===== config.mk =====
export PLATFORM = sky130hd
export DESIGN_NAME = alu_issue_ctrl
export DESIGN_NICKNAME = d
export VERILOG_FILES = /design/src/rtl/alu_issue_ctrl.sv
export SDC_FILE = /design/constraint.sdc
export NUM_CORES = 1
export LEC_CHECK = 0
export BUFFER_PORTS_ARGS = -buffer_cell sky130_fd_sc_hd__buf_2
export CAP_MARGIN = 20
export CORE_UTILIZATION = 63
export CTS_CLUSTER_DIAMETER = 80
export DETAILED_ROUTE_END_ITERATION = 6
export GPL_TIMING_DRIVEN = 0
export PLACE_DENSITY = 0.89
export REMOVE_ABC_BUFFERS = 1
export SLEW_MARGIN = 10
export SYNTH_ARGS = -nofsm -noshare
export SYNTH_HDL_FRONTEND = slang
export SYNTH_SLANG_ARGS = --single-unit

===== constraint.sdc =====
create_clock -name clk -period 6.15 [get_ports clk]
set_input_delay 1.845 -clock clk [delete_from_list [all_inputs] [get_ports clk]]
set_output_delay 1.845 -clock clk [all_outputs]
set_load 0.02 [all_outputs]

===== src/rtl/alu_issue_ctrl.sv =====
// Issue/writeback controller for the combinational receiver ALU: decodes instruction words,
// reads an 8x16 register file with stage-2 forwarding, issues to the ALU and retires results/branches.
module alu_issue_ctrl #(
  parameter int unsigned  N       = 16,
  parameter int unsigned  O       = 8,
  parameter int unsigned  S       = 5,
  parameter int unsigned  NREG    = 8,
  parameter logic [O-1:0] OP_NOP  = O'(8'h00),
  parameter logic [O-1:0] OP_BEZ  = O'(8'h20),
  parameter logic [O-1:0] OP_BNEZ = O'(8'h21)
) (
  input  logic         clk,
  input  logic         rst_n,
  input  logic         instr_valid,
  output logic         instr_ready,
  input  logic [31:0]  instr,
  output logic [O-1:0] alu_opcode,
  output logic [N-1:0] alu_a,
  output logic [N-1:0] alu_b,
  output logic [N-1:0] alu_c,
  output logic [S-1:0] alu_shift,
  input  logic [N-1:0] alu_out,
  output logic         wb_valid,
  output logic [2:0]   wb_addr,
  output logic [N-1:0] wb_data,
  output logic         br_valid,
  output logic [N-1:0] br_target,
  input  logic [2:0]   dbg_addr,
  output logic [N-1:0] dbg_data
);

  localparam int unsigned IMMW = 15;

  logic [N-1:0] rf [NREG];
  logic         s1_valid;
  logic [2:0]   s1_rd;

  // instruction decode
  logic [O-1:0] d_op;
  logic [2:0]   d_rd, d_ra, d_rb, d_rc;
  logic         d_imm;
  logic         accept_c;
  logic         unused_bits;

  assign d_op     = O'(instr[31:24]);
  assign d_rd     = instr[23:21];
  assign d_ra     = instr[20:18];
  assign d_imm    = instr[15];
  assign d_rb     = instr[14:12];
  assign d_rc     = instr[11:9];
  assign accept_c = instr_valid && instr_ready;
  assign unused_bits = ^{instr[17:16], instr[3:0]};

  // stage-2 register write this cycle (branches and NOP never write)
  logic wr_en_c;
  assign wr_en_c = s1_valid && (alu_opcode != OP_NOP) && (alu_opcode != OP_BEZ)
                   && (alu_opcode != OP_BNEZ) && (s1_rd != 3'd0);

  function automatic logic [N-1:0] read_fwd(input logic [2:0] idx);
    if (idx == 3'd0) return '0;
    if (wr_en_c && (idx == s1_rd)) return alu_out;
    return rf[idx];
  endfunction

  logic [N-1:0] op_a_c, op_b_c, op_c_c;
  logic [S-1:0] op_sh_c;

  assign op_a_c  = read_fwd(d_ra);
  assign op_b_c  = d_imm ? N'($signed(instr[IMMW-1:0])) : read_fwd(d_rb);
  assign op_c_c  = d_imm ? '0 : read_fwd(d_rc);
  assign op_sh_c = d_imm ? '0 : S'(instr[8:4]);

  assign dbg_data = (dbg_addr == 3'd0) ? '0 : rf[dbg_addr];

  // issue stage, retire stage and register file
  always_ff @(posedge clk or negedge rst_n) begin
    if (!rst_n) begin
      for (int i = 0; i < int'(NREG); i++) rf[i] <= '0;
      instr_ready <= 1'b0;
      alu_opcode  <= OP_NOP;
      alu_a       <= '0;
      alu_b       <= '0;
      alu_c       <= '0;
      alu_shift   <= '0;
      s1_valid    <= 1'b0;
      s1_rd       <= '0;
      wb_valid    <= 1'b0;
      wb_addr     <= '0;
      wb_data     <= '0;
      br_valid    <= 1'b0;
      br_target   <= '0;
    end else begin
      // one-cycle flush bubble after a taken branch
      instr_ready <= !br_valid;
      wb_valid    <= 1'b0;
      br_valid    <= 1'b0;

      if (accept_c) begin
        alu_opcode <= d_op;
        alu_a      <= op_a_c;
        alu_b      <= op_b_c;
        alu_c      <= op_c_c;
        alu_shift  <= op_sh_c;
        s1_rd      <= d_rd;
        s1_valid   <= 1'b1;
      end else begin
        alu_opcode <= OP_NOP;
        s1_valid   <= 1'b0;
      end

      if (s1_valid) begin
        if (alu_opcode == OP_BEZ) begin
          if (alu_a == '0) begin
            br_valid  <= 1'b1;
            br_target <= alu_out;
          end
        end else if (alu_opcode == OP_BNEZ) begin
          if (alu_a != '0) begin
            br_valid  <= 1'b1;
            br_target <= alu_out;
          end
        end else if (alu_opcode != OP_NOP) begin
          wb_valid <= 1'b1;
          wb_addr  <= s1_rd;
          wb_data  <= alu_out;
          if (wr_en_c) rf[s1_rd] <= alu_out;
        end
      end
    end
  end

endmodule


==> results of run 1 <==
per-layer routing:
| layer | up-vias | global-route usage |
|---|---|---|
| met2 | 937 | 0.597 |
| met3 | 227 | 0.102 |
| met5 | - | 0 |
| li1 | 4108 | - |
| met1 | 5262 | 0.512 |
| met4 | 0 | 0.229 |
flip-flops by register name, summed over array words and instances, names as in the netlist, 3 cells and up:
register and cells:
rf 128, alu_a 16, alu_b 16, alu_c 16, br_target 16, wb_data 16, alu_opcode 8, alu_shift 5
s1_rd 3, wb_addr 3
stage by stage:
step	util	power [mW]	hold WS (ps)	cell area (um2)	setup WS, ps
2_1_floorplan	-	3.53	385	12700	1200
3_3_place_gp	0.677	4.03	397	13800	-790
3_5_place_dp	0.697	4.19	407	14200	338
4_1_cts	0.743	5.93	423	15200	315
5_1_grt	0.746	6.19	438	15200	187
6_report	0.746	5.99	423	15200	197
logic make-up after synthesis:
kind of cell | synth area share
simple gates | 0.0616
xor+xnor | 0.00595
mux | 0.353
buf+inv | 0.0492
compound gates | 0.0934
flops | 0.436
placed cells by master, fill, tap and decap left out, types with 20 or more instances in the layout:
master / instances
a21oi_1: 47
a221o_1: 20
mux2_2: 198
mux2i_1: 64
nand2_1: 54
mux4_2: 80
and2_1: 33
dfrtp_1: 231
clkbuf_16: 25
buf_2: 164
worst max-delay path by stage:
stage	endpoint	slack [ps]	cells after the start
floorplan	dbg_data[15]	1200	3
CTS	dbg_data[2]	310	6
global placement	br_target[9]$_DFFE_PN0P_	-790	1
global route	dbg_data[2]	190	6
finish	dbg_data[2]	200	6
detailed placement	dbg_data[5]	340	6
final cells by class:
cell class | count | area (um2)
Multi-Input combinational cell | 659 | 6870
Sequential cell | 231 | 5780
Fill cell | 1227 | 5190
Timing Repair Buffer | 188 | 1230
Clock buffer | 32 | 702
Tap cell | 270 | 338
Clock inverter | 12 | 235
Inverter | 20 | 75.1
Antenna cell | 2 | 5.00
synth_stat cells, drive strengths merged (2+ instances only):
master,number
xor2,9
clkbuf,85
and2,33
mux2,198
nor2,3
buf,36
nand2,55
a41oi,16
a22oi,17
mux4,80
a21boi,2
or3,2
mux2i,65
a221o,32
and3,10
a221oi,15
a21oi,47
nor3,10
o22ai,16
nor2b,4
nor4,7
nand3,17
dfrtp,231
inv,20
o21ai,6
nand2b,6
power groups by stage:
| stage | logic (mW) | registers (mW) | clock network [mW] |
|---|---|---|---|
| 2_1_floorplan | 1.14 | 2.39 | 0 |
| 3_3_place_gp | 1.69 | 2.34 | 0 |
| 3_5_place_dp | 1.79 | 2.39 | 0 |
| 4_1_cts | 1.83 | 2.38 | 1.73 |
| 5_1_grt | 1.95 | 2.45 | 1.79 |
| 6_report | 1.85 | 2.42 | 1.73 |
==> qor.json, run 1 <==
{
  "grt_max_degree": {"value": 109},
  "worst_setup_hold_path_clk_slew": {"value": 60, "unit": "ps"},
  "setup.worst_path.start_class": {"value": "input port"},
  "i_o_pin_count": {"value": 169},
  "cts-buffers-inserted": {"value": 25},
  "cp.buffers_inverters": {"value": 3},
  "min_period": {"value": 5950, "unit": "ps"},
  "via_count_of_the_first_global_routing_pass": {"value": 10800},
  "reg_to_reg_critical_path_endpoint": {"value": "alu_a[0]$_DFFE_PN0P_"},
  "maxSlewViolCount": {"value": 0},
  "post_synth.cell_area_avg": {"value": 12.8, "unit": "um2"},
  "floorplan.die.width": {"value": 147, "unit": "um"},
  "outcome": {"value": "completed"},
  "holdPathStages": {"value": 0},
  "cts-resized-gates": {"value": 0},
  "ys_async_sr_fraction": {"value": 1.00},
  "overflow": {"value": 0},
  "tritoncts": {"value": "built"},
  "cp-startpoint": {"value": "dbg_addr[1]"},
  "globalplace.congestion": {"value": 0.860},
  "yosys_warnings": {"value": 0},
  "worst_rel_slew_slack": {"value": 0.166},
  "critical_path.top_delay_family": {"value": "buffers and inverters"},
  "synthFlopType": {"value": "dfrtp_1"},
  "synth_top_cell_by_area": {"value": "dfrtp_1"},
  "ctsHtreeMaxLevel": {"value": 1},
  "cp_common_cell": {"value": "buf_2"},
  "max_freq": {"value": 0.168, "unit": "GHz"},
  "hp-start": {"value": "rf[119]$_DFFE_PN0P_"},
  "numPlacedInstances": {"value": 1365},
  "max-clock-path-buffers": {"value": 3},
  "crit_slowest_cell": {"value": "buf_2"},
  "critPathKind": {"value": "input port to output port"},
  "share_of_cells_above_drive_strength_1": {"value": 0.479},
  "worst_min_path_class": {"value": "flip-flop to flip-flop"},
  "p_per_area": {"value": 393, "unit": "mW/mm2"},
  "post-route-drc-count": {"value": 0},
  "layout.nets": {"value": 1179},
  "synth.distinct_cells": {"value": 44},
  "timing.final.crit_share": {"value": 0.968},
  "cpPeakStageDelay": {"value": 780, "unit": "ps"},
  "route.met2.wl": {"value": 19100, "unit": "um"},
  "design.core.area": {"value": 0.0204, "unit": "mm2"},
  "dieHeight": {"value": 147, "unit": "um"},
  "netlist_top_cells_area": {"value": "dfrtp_1 (44%), mux2_2 (17%), mux4_2 (14%)"},
  "avgViaCountPerCell": {"value": 7.45},
  "seqPwrFrac": {"value": 0.404},
  "die_footprint": {"value": 0.0216, "unit": "mm2"},
  "first_iter_violations": {"value": 1317},
  "routedWlPerCell": {"value": 29.5, "unit": "um"},
  "routedLengthMet1": {"value": 14700, "unit": "um"},
  "regToRegSetupSlack": {"value": 2580, "unit": "ps"},
  "dpl.hpwl": {"value": 24400, "unit": "um"},
  "vias": {"value": 10500},
  "max-cap-violations": {"value": 0},
  "top_layer_reached_by_signal_wires": {"value": "met4"},
  "report.final.setup_viol": {"value": 0},
  "critPathMaxFanout": {"value": 33},
  "synth-edff-count": {"value": 0},
  "vdd_drop_max": {"value": 0.000219, "unit": "V"},
  "pwr-share-clk": {"value": 0.288},
  "switching_share": {"value": 0.331},
  "timing.critical_path.arrival": {"value": 4110, "unit": "ps"},
  "cts_num_sinks": {"value": 231},
  "signed_area_change_from_the_synthesized_netlist_to_the_final_layout": {"value": 15.1, "unit": "%"},
  "slew_at_the_pin_closest_to_its_max_slew_limit": {"value": 1250, "unit": "ps"},
  "grt_antenna_before_repair": {"value": 1},
  "synthDominantCellAreaShare": {"value": 0.436},
  "total_routing_usage_gr": {"value": 0.392},
  "grt_pass1_wl": {"value": 62900, "unit": "um"},
  "comb_power_share": {"value": 0.308},
  "postRouteAntennaNets": {"value": 0},
  "detail_route.first_pass.iterations": {"value": 5},
  "fin_skew": {"value": 23.6, "unit": "ps"},
  "power.net_switching": {"value": 1.98, "unit": "mW"},
  "seq_area_frac_synth": {"value": 0.436},
  "post_route_setup_tns": {"value": 0, "unit": "ps"},
  "wirelength": {"value": 41700, "unit": "um"},
  "floorplan.initialDensity": {"value": 0.648},
  "mappedNetlistArea": {"value": 0.0132, "unit": "mm2"},
  "endpoint_type_of_the_worst_setup_path": {"value": "output port"},
  "grt_setup_unrepaired": {"value": "no"},
  "rows": {"value": 52},
  "worst_ep_required_time": {"value": 4300, "unit": "ps"},
  "min_delay_worst_endpoint": {"value": "rf[119]$_DFFE_PN0P_"},
  "timing.final.hold_violations": {"value": 0},
  "cp_cell_sequence": {"value": "buf_2 > nor2b_2 > buf_8 > a221oi_1 > a21oi_1 > buf_2"},
  "layoutNonFillerInstCount": {"value": 1414},
  "netlist_instances": {"value": 1031},
  "static_power_due_to_leakage": {"value": 6.72, "unit": "nW"},
  "clk_latency": {"value": 540, "unit": "ps"},
  "cts_root_buffer": {"value": "clkbuf_16"},
  "wl_met3": {"value": 5490, "unit": "um"},
  "yosys_register_bits": {"value": 231},
  "reg2regPathDepth": {"value": 5},
  "cts.repair_timing.setup_buffer_count": {"value": 0},
  "port_buffers": {"value": 166},
  "ctsHoldBuffers": {"value": 0},
  "r2r_start": {"value": "instr_ready$_DFF_PN0_"},
  "power.internal": {"value": 4.01, "unit": "mW"}
}
Note: power is estimated with default switching activity, not from simulation.
==> inputs of run 2 (changes only) <==
--- a/config.mk
+++ b/config.mk
@@ -7,11 +7,11 @@
 export LEC_CHECK = 0
 export BUFFER_PORTS_ARGS = -buffer_cell sky130_fd_sc_hd__buf_2
 export CAP_MARGIN = 20
-export CORE_UTILIZATION = 63
+export CORE_UTILIZATION = 59
 export CTS_CLUSTER_DIAMETER = 80
 export DETAILED_ROUTE_END_ITERATION = 6
 export GPL_TIMING_DRIVEN = 0
-export PLACE_DENSITY = 0.89
+export PLACE_DENSITY = 0.84
 export REMOVE_ABC_BUFFERS = 1
 export SLEW_MARGIN = 10
 export SYNTH_ARGS = -nofsm -noshare
==> constraint.sdc (replaced) <==
create_clock -name clk -period 5.5 [get_ports clk]
set_input_delay 1.65 -clock clk [delete_from_list [all_inputs] [get_ports clk]]
set_output_delay 1.65 -clock clk [all_outputs]
set_load 0.02 [all_outputs]
==> qor.json, run 2 (synthesis results as in run 1) <==
{
  "overflow": {"value": 0, "change": "unchanged"},
  "largest_register": {"value": "rf"},
  "slew_at_the_pin_closest_to_its_max_slew_limit": {"value": 1180, "unit": "ps", "change": "-67.6 ps"},
  "most_common_library_cell_in_the_layout_ignoring_fill_and_taps": {"value": "dfrtp_1"},
  "regToRegSetupSlack": {"value": 2110, "unit": "ps", "change": "-470 ps"},
  "holdPathStages": {"value": 1, "change": "+1"},
  "first_iter_violations": {"value": 1418, "change": "+7.7%"},
  "grt_setup_unrepaired": {"value": "no"},
  "dpl.hpwl": {"value": 24400, "unit": "um", "change": "-0.15%"},
  "number_of_cells_on_the_critical_path": {"value": 6, "change": "unchanged"},
  "share_of_cells_above_drive_strength_1": {"value": 0.478, "change": "-0.00125"},
  "worst_setup_hold_path_clk_slew": {"value": 60, "unit": "ps", "change": "about the same"},
  "grt_max_degree": {"value": 91, "change": "-17%"},
  "timing.final.hold_violations": {"value": 0, "change": "unchanged"},
  "cp.buffers_inverters": {"value": 3, "change": "unchanged"},
  "report.power.total": {"value": 6.44, "unit": "mW", "change": "+7.5%"},
  "worst_ep_required_time": {"value": 3850, "unit": "ps", "change": "-450 ps"},
  "signed_area_change_from_the_synthesized_netlist_to_the_final_layout": {"value": 14.3, "unit": "%"},
  "largest_reg_flops": {"value": 128, "change": "unchanged"},
  "design.core.area": {"value": 0.0219, "unit": "mm2", "change": "+7.2%"},
  "critPathMaxFanout": {"value": 33, "change": "unchanged"},
  "cts-buffers-inserted": {"value": 26, "change": "+4.0%"},
  "cts_num_sinks": {"value": 231, "change": "unchanged"},
  "report.final.setup_viol": {"value": 0, "change": "unchanged"},
  "total_routing_usage_gr": {"value": 0.349, "change": "-0.0428"},
  "clk_latency": {"value": 550, "unit": "ps", "change": "about the same"},
  "post-route-drc-count": {"value": 0, "change": "unchanged"},
  "layoutNonFillerInstCount": {"value": 1425, "change": "+0.78%"},
  "postRouteAntennaNets": {"value": 0, "change": "unchanged"},
  "rows": {"value": 54, "change": "+3.8%"},
  "endpoint_type_of_the_worst_setup_path": {"value": "output port"},
  "layout.nets": {"value": 1180, "change": "+0.085%"},
  "maxSlewViolCount": {"value": 0, "change": "unchanged"},
  "timing.critical_path.arrival": {"value": 3790, "unit": "ps", "change": "-320 ps"},
  "routedWlPerCell": {"value": 28.4, "unit": "um", "change": "-3.8%"},
  "outcome": {"value": "completed"},
  "port_buffers": {"value": 166, "change": "unchanged"},
  "grt_pass1_wl": {"value": 61600, "unit": "um", "change": "-2.1%"},
  "wirelength": {"value": 40500, "unit": "um", "change": "-3.1%"},
  "fin_skew": {"value": 23.8, "unit": "ps", "change": "+0.202 ps"},
  "critPathKind": {"value": "input port to output port"},
  "timing.final.crit_share": {"value": 0.989},
  "die_footprint": {"value": 0.0231, "unit": "mm2", "change": "+6.7%"},
  "setup.worst_path.start_class": {"value": "input port"},
  "via_count_of_the_first_global_routing_pass": {"value": 10200, "change": "-5.2%"},
  "max-cap-violations": {"value": 0, "change": "unchanged"},
  "cts.repair_timing.setup_buffer_count": {"value": 0, "change": "unchanged"},
  "tritoncts": {"value": "built"},
  "min_period": {"value": 5440, "unit": "ps"},
  "vdd_drop_max": {"value": 0.000247, "unit": "V", "change": "+13%"},
  "floorplan.initialDensity": {"value": 0.605, "change": "-0.0433"},
  "detail_route.first_pass.iterations": {"value": 6, "change": "+1"},
  "cts_root_buffer": {"value": "clkbuf_16"},
  "diodes": {"value": 0, "change": "-2"},
  "max_freq": {"value": 0.184, "unit": "GHz"},
  "dieHeight": {"value": 152, "unit": "um", "change": "+3.3%"},
  "reg2regPathDepth": {"value": 4, "change": "-1"},
  "grt_antenna_before_repair": {"value": 1, "change": "unchanged"},
  "static_power_due_to_leakage": {"value": 6.68, "unit": "nW", "change": "-0.68%"},
  "vias": {"value": 10200, "change": "-2.8%"},
  "max-clock-path-buffers": {"value": 3, "change": "unchanged"},
  "numPlacedInstances": {"value": 1376, "change": "+0.81%"},
  "floorplan.die.width": {"value": 152, "unit": "um", "change": "+3.3%"},
  "crit_slowest_cell": {"value": "nor2b_2"},
  "mostFrequentLayoutCells": {"value": "dfrtp_1 (231), mux2_2 (198), buf_2 (161), mux4_2 (80), mux2i_1 (64)"},
  "cpPeakStageDelay": {"value": 620, "unit": "ps", "change": "-160 ps"},
  "critical_path.top_delay_family": {"value": "buffers and inverters"},
  "cp_cell_sequence": {"value": "buf_4 > nor2b_2 > buf_8 > a22oi_1 > o21ai_0 > buf_2"},
  "p_per_area": {"value": 425, "unit": "mW/mm2", "change": "+8.2%"},
  "ctsHtreeMaxLevel": {"value": 1, "change": "unchanged"},
  "worst_rel_slew_slack": {"value": 0.211, "change": "+0.0450"},
  "avgViaCountPerCell": {"value": 7.19, "change": "-3.5%"},
  "worst_min_path_class": {"value": "flip-flop to flip-flop"},
  "globalplace.congestion": {"value": 0.828, "change": "-3.7%"},
  "i_o_pin_count": {"value": 169, "change": "unchanged"}
}
==> run 2: cell type report <==
| type | count | area [um2] |
|---|---|---|
| Multi-Input combinational cell | 659 | 6870 |
| Fill cell | 1514 | 6740 |
| Sequential cell | 231 | 5780 |
| Timing Repair Buffer | 188 | 1230 |
| Clock buffer | 37 | 752 |
| Tap cell | 280 | 350 |
| Clock inverter | 10 | 86.3 |
| Inverter | 20 | 75.1 |
==> run 2: repair_timing <==
item | CTS | global route
hold buffers | 0 | 0
resized for setup | 1 | 1
endpoints found under the hold margin | 0 | 0
setup endpoints to repair | 3 | 5
==> run 2: final timing paths <==
path,startpoint,end
setup / recovery,dbg_addr[1],dbg_data[15]
hold reg to reg,br_valid$_DFF_PN0_,instr_ready$_DFF_PN0_
setup reg to reg,instr_ready$_DFF_PN0_,alu_c[1]$_DFFE_PN0P_
max in group asynchronous,rst_n,rf[89]$_DFFE_PN0P_
hold / removal,br_valid$_DFF_PN0_,instr_ready$_DFF_PN0_
min in group asynchronous,rst_n,wb_valid$_DFF_PN0_
==> run 2: stage by stage <==
step	cell area, um2	hold slack [ps]	util	TNS, ps	setup slack (ps)
final	15100	415	0.692	0	59.3
after global routing	15100	430	0.692	0	77.9
after CTS	15100	416	0.690	0	54.9
after floorplan	12700	385	-	0	935
after detailed placement	14300	408	0.651	-74.8	-74.8
after global placement	13900	400	0.633	-326990	-1300
==> run 2: report_power, final <==
part	internal [mW]	leakage [nW]	switching (mW)
Clock	0.996	0.422	0.720
Combinational	1.10	3.46	0.936
Sequential	2.15	2.80	0.529
Total	4.25	6.68	2.19
==> run 2: metal layers <==
metal,routed length [um],share of wire,global-route usage
met5,0,0,0
met4,1670,0.041,0.150
met3,4980,0.12,0.0819
met2,18900,0.47,0.536
met1,14900,0.37,0.479
